<file path="src/rtl/icache_refill_engine.sv">
// Instruction-cache line refill engine: accepts one miss, fetches the line as a burst of
// narrow in-order word reads, and returns the assembled line as a single-cycle pulse.
module icache_refill_engine #(
   parameter int unsigned LINE_BYTES      = 32,
   parameter int unsigned MEM_DATA_BITS   = 32,
   parameter int unsigned MAX_OUTSTANDING = 2
) (
   input  logic                       clk,
   input  logic                       rst_n,
   input  logic                       miss_req_valid,
   input  logic [31:0]                miss_req_addr,
   output logic                       miss_req_ready,
   output logic                       miss_resp_valid,
   output logic [LINE_BYTES*8-1:0]    miss_resp_data,
   output logic                       miss_resp_err,
   output logic                       mem_req_valid,
   output logic [31:0]                mem_req_addr,
   input  logic                       mem_req_ready,
   input  logic                       mem_resp_valid,
   input  logic [MEM_DATA_BITS-1:0]   mem_resp_data,
   input  logic                       mem_resp_err,
   output logic                       busy
);

   localparam int unsigned LineBits = LINE_BYTES * 8;
   localparam int unsigned Beats    = LineBits / MEM_DATA_BITS;
   localparam int unsigned MemBytes = MEM_DATA_BITS / 8;
   localparam int unsigned WordSh   = $clog2(MemBytes);
   localparam int unsigned CntW     = $clog2(Beats + 1);
   localparam int unsigned OutW     = $clog2(MAX_OUTSTANDING + 1);

   localparam logic [CntW-1:0] BeatsC  = CntW'(Beats);
   localparam logic [CntW-1:0] LastC   = CntW'(Beats - 1);
   localparam logic [OutW-1:0] MaxOutC = OutW'(MAX_OUTSTANDING);
   localparam logic [31:0]     OffMask = 32'(LINE_BYTES - 1);

   typedef enum logic [1:0] {StIdle, StFill, StResp} state_e;

   state_e                state_q, state_d;
   logic [31:0]           base_q, base_d;
   logic [CntW-1:0]       req_cnt_q, req_cnt_d;
   logic [CntW-1:0]       rsp_cnt_q, rsp_cnt_d;
   logic [OutW-1:0]       out_q, out_d;
   logic                  err_q, err_d;
   logic [LineBits-1:0]   line_q, line_d;
   logic                  req_fire;
   logic                  rsp_take;

   always_ff @(posedge clk or negedge rst_n) begin
      if (!rst_n) begin
         state_q   <= StIdle;
         base_q    <= '0;
         req_cnt_q <= '0;
         rsp_cnt_q <= '0;
         out_q     <= '0;
         err_q     <= 1'b0;
         line_q    <= '0;
      end else begin
         state_q   <= state_d;
         base_q    <= base_d;
         req_cnt_q <= req_cnt_d;
         rsp_cnt_q <= rsp_cnt_d;
         out_q     <= out_d;
         err_q     <= err_d;
         line_q    <= line_d;
      end
   end

   always_comb begin
      state_d         = state_q;
      base_d          = base_q;
      req_cnt_d       = req_cnt_q;
      rsp_cnt_d       = rsp_cnt_q;
      out_d           = out_q;
      err_d           = err_q;
      line_d          = line_q;
      miss_req_ready  = 1'b0;
      miss_resp_valid = 1'b0;
      mem_req_valid   = 1'b0;
      req_fire        = 1'b0;
      rsp_take        = 1'b0;

      unique case (state_q)
         StIdle: begin
            miss_req_ready = 1'b1;
            if (miss_req_valid) begin
               base_d    = miss_req_addr & ~OffMask;
               req_cnt_d = '0;
               rsp_cnt_d = '0;
               out_d     = '0;
               err_d     = 1'b0;
               state_d   = StFill;
            end
         end
         StFill: begin
            mem_req_valid = (req_cnt_q < BeatsC) && (out_q < MaxOutC);
            req_fire      = mem_req_valid && mem_req_ready;
            rsp_take      = mem_resp_valid;
            if (req_fire) begin
               req_cnt_d = req_cnt_q + CntW'(1);
            end
            if (rsp_take) begin
               for (int b = 0; b < int'(Beats); b++) begin
                  if (rsp_cnt_q == CntW'(b)) begin
                     line_d[b*MEM_DATA_BITS +: MEM_DATA_BITS] = mem_resp_data;
                  end
               end
               rsp_cnt_d = rsp_cnt_q + CntW'(1);
               err_d     = err_q | mem_resp_err;
               // Errors never abort: every beat is collected so outstanding drains to zero.
               if (rsp_cnt_q == LastC) begin
                  state_d = StResp;
               end
            end
            if (req_fire && !rsp_take) begin
               out_d = out_q + OutW'(1);
            end else if (!req_fire && rsp_take) begin
               out_d = out_q - OutW'(1);
            end
         end
         StResp: begin
            miss_resp_valid = 1'b1;
            state_d         = StIdle;
         end
         default: begin
            state_d = StIdle;
         end
      endcase
   end

   assign mem_req_addr   = base_q + (32'(req_cnt_q) << WordSh);
   assign miss_resp_data = line_q;
   assign miss_resp_err  = (state_q == StResp) && err_q;
   assign busy           = (state_q != StIdle);

endmodule
</file>
<file path="config.mk">
export PLATFORM = sky130hd
export DESIGN_NAME = icache_refill_engine
export DESIGN_NICKNAME = d
export VERILOG_FILES = /design/src/rtl/icache_refill_engine.sv
export SDC_FILE = /design/constraint.sdc
export NUM_CORES = 1
export LEC_CHECK = 0
export ABC_AREA = 1
export CAP_MARGIN = 20
export CORE_MARGIN = 2
export CORE_UTILIZATION = 47
export DETAILED_ROUTE_END_ITERATION = 7
export GPL_ROUTABILITY_DRIVEN = 0
export PLACE_DENSITY_LB_ADDON = 0.15
export SKIP_CTS_REPAIR_TIMING = 1
export SLEW_MARGIN = 10
export SYNTH_ARGS = -nofsm -noshare
export SYNTH_HDL_FRONTEND = slang
export SYNTH_SLANG_ARGS = --single-unit
export TNS_END_PERCENT = 5
</file>
<file path="constraint.sdc">
create_clock -name clk -period 2.17 [get_ports clk]
set_input_delay 0.5425 -clock clk [delete_from_list [all_inputs] [get_ports clk]]
set_output_delay 0.5425 -clock clk [all_outputs]
set_load 0.005 [all_outputs]
</file>
==> Yosys cells after proc, flatten, opt, wreduce, memory -nomap -nowiden <==
Cells that the tools add are included.
{ "word_totals": {"regBits": 296, "input_bits": 70, "output_inout_bits": 293, "word_cells": 79} }
{ "classes": {"n_addsub": 5, "order_cmp": 2, "n_eq_ne": 14, "mux": 19, "bitwise_logic": 1, "reduce_logical": 24} }
{ "op_table": {"columns": ["cell", "count"], "rows": [
  ["AND reduction 3 bit", 12],
  ["adder 32 x 6 -> 32 bit", 1],
  ["equality test 4 x 3 -> 1 bit, second input constant", 4],
  ["case mux 4 bit (2 select lines)", 2],
  ["2-to-1 mux 2 bit", 6],
  ["2-to-1 mux 4 bit", 3],
  ["adder 4 x 1 -> 4 bit, second input constant", 2],
  ["equality test 4 x 2 -> 1 bit, second input constant", 2],
  ["inequality test 2 bit, second input constant", 4],
  ["case mux 2 bit (2 select lines)", 2],
  ["logical AND 1 bit", 5],
  ["2-to-1 mux 1 bit", 5],
  ["equality test 4 x 1 -> 1 bit, second input constant", 1],
  ["logical NOT 4 bit", 1],
  ["< comparator 4 bit, second input constant", 1],
  ["nonzero test 2 bit", 2],
  ["inequality test 3 bit, second input constant", 1],
  ["adder 2 x 1 -> 2 bit, second input constant", 1],
  ["equality test 2 x 1 -> 1 bit, second input constant", 1],
  ["equality test 2 bit, second input constant", 1],
  ["logical NOT 1 bit", 2],
  ["logical NOT 2 bit", 1],
  ["< comparator 2 bit, second input constant", 1],
  ["case mux 1 bit (2 select lines)", 1],
  ["other kinds (3)", 3]
]} }

==> Logic depth before layout (Yosys ltp) <==
Gate-level depths: netlist of run 1.
{ "logic_depth": {"depth_word": 8, "depth_mapped": 9, "depth_no_buf": 9} }

==> Least setup slack after synthesis of run 1 <==
No wires, ideal clock.
{ "synth_timing": {"path_kind": "register to output", "startpoint": "register req_cnt_q[3]", "endpoint": "output port mem_req_addr[15]", "t_arrival_ns": 1.474, "required_ns": 1.627, "path_slack_ns": 0.154, "stages_incl_launch_ff": 8, "n_path_buf": 0, "path_cell_list": "dfrtp_1 > ha_1 > ha_1 > nand2_1 > nor2_2 > nand2_1 > nor2_1 > xor2_1"} }
{ "synth_via": {"elab_chain_len": 1} }
{ "synth_lines": {"columns": ["element", "line_no", "text"], "rows": [
  ["from (decl)", "41", "logic [CntW-1:0] req_cnt_q, req_cnt_d;"],
  ["from (signal assigned)", "61", "req_cnt_q <= req_cnt_d;"],
  ["adder 32 x 6 -> 32 bit", "131", "assign mem_req_addr = base_q + (32'(req_cnt_q) << WordSh);"],
  ["to (decl)", "17", "output logic [31:0] mem_req_addr,"]
]} }
Every way passes these cells.

==> Final worst setup path of run 1 <==
{ "layout_timing": {"startpoint": "register req_cnt_q[3]", "endpoint": "output port mem_req_addr[21]"} }
Same word-level chain as after synthesis.

==> impl_metrics.toml, run 1 <==
[status]
run_status = "complete, but fails checks"
violations = "negative setup slack"

[cts]
clock-sinks = 296
insertion_delay_ns = 0.58
cts_buffer_depth = 3
htreeDepth = 1
cts_buffers = 31
cts_tree = "yes"
clk_pin_slew_ns = 0.06
cts_root_buf = "clkbuf_16"

[global_routing]
antenna_found_initial = 0
grt_max_degree = 65
gr-total-overflow = 0
grt_pass1_vias = 9439
grt.total_usage_pct = 25.2
grt_pass1_wl_um = 52900

[yosys]
synth-seq-cells = 296
synth_warnings = 0
syn_avg_cell_area_um2 = 9.95
syn_inst = 1207
synth_edf_count = 0
seq_area_frac_synth_pct = 61.7
synth_flop_cell = "dfrtp_1"
syn_area_um2 = 12000
synthArstFlopShare_pct = 100
ys_types = 32

[worst_setup_path]
cpMaxStageDelayCell = "dfrtp_1"
start_kind = "flip-flop"
slowest_delay_ns = 0.39
r2r-start = "req_cnt_q[3]"
arrival_ns = 2.12
path_cells = "ha_4 > ha_4 > nand2_2 > nor2_4 > nand2_4 > nor2_4 > buf_4 > xor2_1 > buf_2"
cp-startpoint = "req_cnt_q[3]"
reg2reg_depth = 8
cp.required_ns = 1.63
crit_end = "mem_req_addr[21]"
cp-end-kind = "output pin"
critPathKind = "reg2out"
reg2reg_slack_ns = 0.41
rr_endpoint = "out_q[1]"
cp_max_fo = 5

[die]
ios = 363
rows = 58
start_util_pct = 47.8
die_h_um = 164
dieArea_um2 = 26900
core_um2 = 25100
die_x_um = 164

[sta]
fin_crit_sh_pct = 123
fin_skew_ns = 0.0193
fin_hold_ws_ns = 0.477
finalMaxSlewViolations = 0
max_freq_mhz = 376
rsz0062_at_grt = "yes"
setup_viol = 26
layout_setup_ws_ns = -0.491
period_minus_slack_ns = 2.66
hold_viol = 0

[flow_run]
timing.max_cap.violations = 0

[pwr]
power_density_nw_per_um2 = 1450
finalPower_w = 0.0251
leakagePower_nw = 8.25
max-vdd-ir-drop_v = 0.000884

[final_layout]
layout-drive-gt1-share_pct = 14.1
seq_area_um2 = 7410
area_growth_pct = 43.9
nets = 1681
fill_cells = 1957
stdcell_area_um2 = 17300
multi_input_area_um2 = 3970
diodes = 0

[routing]
drtIter0Drc = 788
routed_via_density = 4.93
routed_wl_um = 34000
ant_nets = 0
vias = 9662
wl_per_cell_um = 17.4
drcViolationCount = 0
dr.pass1.iters = 5

[placement]
placed_area_um2 = 16000
io_buffers = 355
post-dp-hpwl_um = 23200

[min_path]
hp-class = "reg2reg"
critical path, delay by kind of cell, from the launching register on:
family	cells	cell delay [ns]
XOR/XNOR	1	0.13
adder cells (fa/ha/maj)	2	0.30
buffers and inverters	2	0.26
flip-flops	1	0.39
AND/OR/NAND/NOR	4	0.47
area by class of cell:
type | instances | share of cell area (%)
Tap cell | 330 | 2.39
Timing Repair Buffer | 422 | 24.2
Inverter | 62 | 1.35
Multi-Input combinational cell | 790 | 23.0
Clock buffer | 45 | 5.26
Sequential cell | 296 | 42.9
Clock inverter | 13 | 0.941
routing by layer:
| metal | track usage, % | up-vias | share of wire, % |
|---|---|---|---|
| met1 | 33.5 | 4580 | 41 |
| li1 | - | 4699 | - |
| met3 | 7.63 | 50 | 8.8 |
| met2 | 40.6 | 333 | 47 |
| met5 | 0 | - | 0 |
| met4 | 6.66 | 0 | 2.3 |
placed cells by master (no fill, tap or decap), types with 7 or more instances in the layout:
| master | netlist | layout |
|---|---|---|
| buf_12 | 0 | 15 |
| buf_2 | 9 | 13 |
| buf_4 | 7 | 45 |
| clkbuf_16 | 0 | 31 |
| clkbuf_2 | 0 | 9 |
| clkbuf_8 | 2 | 8 |
| clkdlybuf4s50_1 | 0 | 323 |
| clkinv_2 | 0 | 7 |
| dfrtp_1 | 296 | 294 |
| dlymetal6s2s_1 | 0 | 9 |
| inv_1 | 58 | 57 |
| nand2_1 | 412 | 405 |
| nand2_4 | 7 | 11 |
| nand3_1 | 12 | 11 |
| nor2_1 | 32 | 27 |
| nor2_4 | 5 | 14 |
| o21ai_0 | 23 | 23 |
| o21ai_1 | 203 | 203 |
| o21ai_2 | 44 | 44 |
synthesized netlist by cell type, types with 6 or more instances:
master / count / share of area (%)
xnor2_1: 7 / 0.51
buf_4: 7 / 0.44
xor2_1: 9 / 0.66
o21ai_0: 23 / 0.96
nand2_1: 412 / 13
buf_6: 38 / 3.6
ha_1: 8 / 0.83
nand2_4: 7 / 0.66
dfrtp_1: 296 / 62
buf_2: 9 / 0.37
o21ai_2: 44 / 3.2
nand3_1: 12 / 0.50
o21ai_1: 203 / 8.5
nand3b_1: 6 / 0.37
nor2_1: 32 / 1.0
inv_1: 58 / 1.8
flip-flops by register name, indices dropped and copies added (netlist names):
register / cells
req_cnt_q: 4
base_q: 27
err_q: 1
rsp_cnt_q: 4
out_q: 2
state_q: 2
miss_resp_data: 256
metrics by stage:
| stage | std cells | worst slack, ns | setup TNS [ns] | util, % |
|---|---|---|---|---|
| 2_1_floorplan | 1208 | 0.154 | 0 | - |
| 3_3_place_gp | 1889 | -0.292 | -4.52 | 63.8 |
| 3_5_place_dp | 1889 | -0.341 | -5.73 | 63.8 |
| 4_1_cts | 1947 | -0.948 | -22.36 | 68.1 |
| 5_1_grt | 1958 | -0.597 | -12.30 | 68.8 |
| 6_report | 1958 | -0.491 | -9.87 | 68.8 |
kinds of logic (layout without fill, tap and decap cells):
kind of cell	after synthesis	in the layout	synth area share [%]
simple gates	491	491	16.9
buf+inv	122	542	6.67
xor+xnor	16	16	1.17
other cells	1	2	0.0312
flops	296	296	61.7
compound gates	273	273	12.8
fa+ha+maj	8	8	0.833
worst min-delay path by stage:
stage	startpoint	endpoint	slack (ns)	cells after the start
final	miss_resp_data[189]	miss_resp_data[189]	0.48	2
after global routing	miss_resp_data[97]	miss_resp_data[97]	0.50	2
after CTS	rst_n	base_q[11]	-0.1	1
after floorplan	rst_n	base_q[10]	0.25	0
after detailed placement	miss_resp_data[43]	miss_resp_data[43]	0.47	2
after global placement	miss_resp_data[69]	miss_resp_data[69]	0.46	2
power breakdown:
| part | switching (W) | internal [W] | total, W |
|---|---|---|---|
| clock network | 0.00221 | 0.00327 | 0.00548 |
| registers | 0.00153 | 0.00795 | 0.00948 |
| logic | 0.00437 | 0.00576 | 0.0101 |
| total | 0.00811 | 0.0170 | 0.0251 |
Note: power is estimated with default switching activity, not from simulation.
==> run 2: changes to the inputs <==
--- a/config.mk
+++ b/config.mk
@@ -13,7 +13,7 @@
 export GPL_ROUTABILITY_DRIVEN = 0
 export PLACE_DENSITY_LB_ADDON = 0.15
 export SKIP_CTS_REPAIR_TIMING = 1
-export SLEW_MARGIN = 10
+export SLEW_MARGIN = 0
 export SYNTH_ARGS = -nofsm -noshare
 export SYNTH_HDL_FRONTEND = slang
 export SYNTH_SLANG_ARGS = --single-unit
==> results of run 2 <==
Final layout, timing and power as in run 1 (identical DEF).
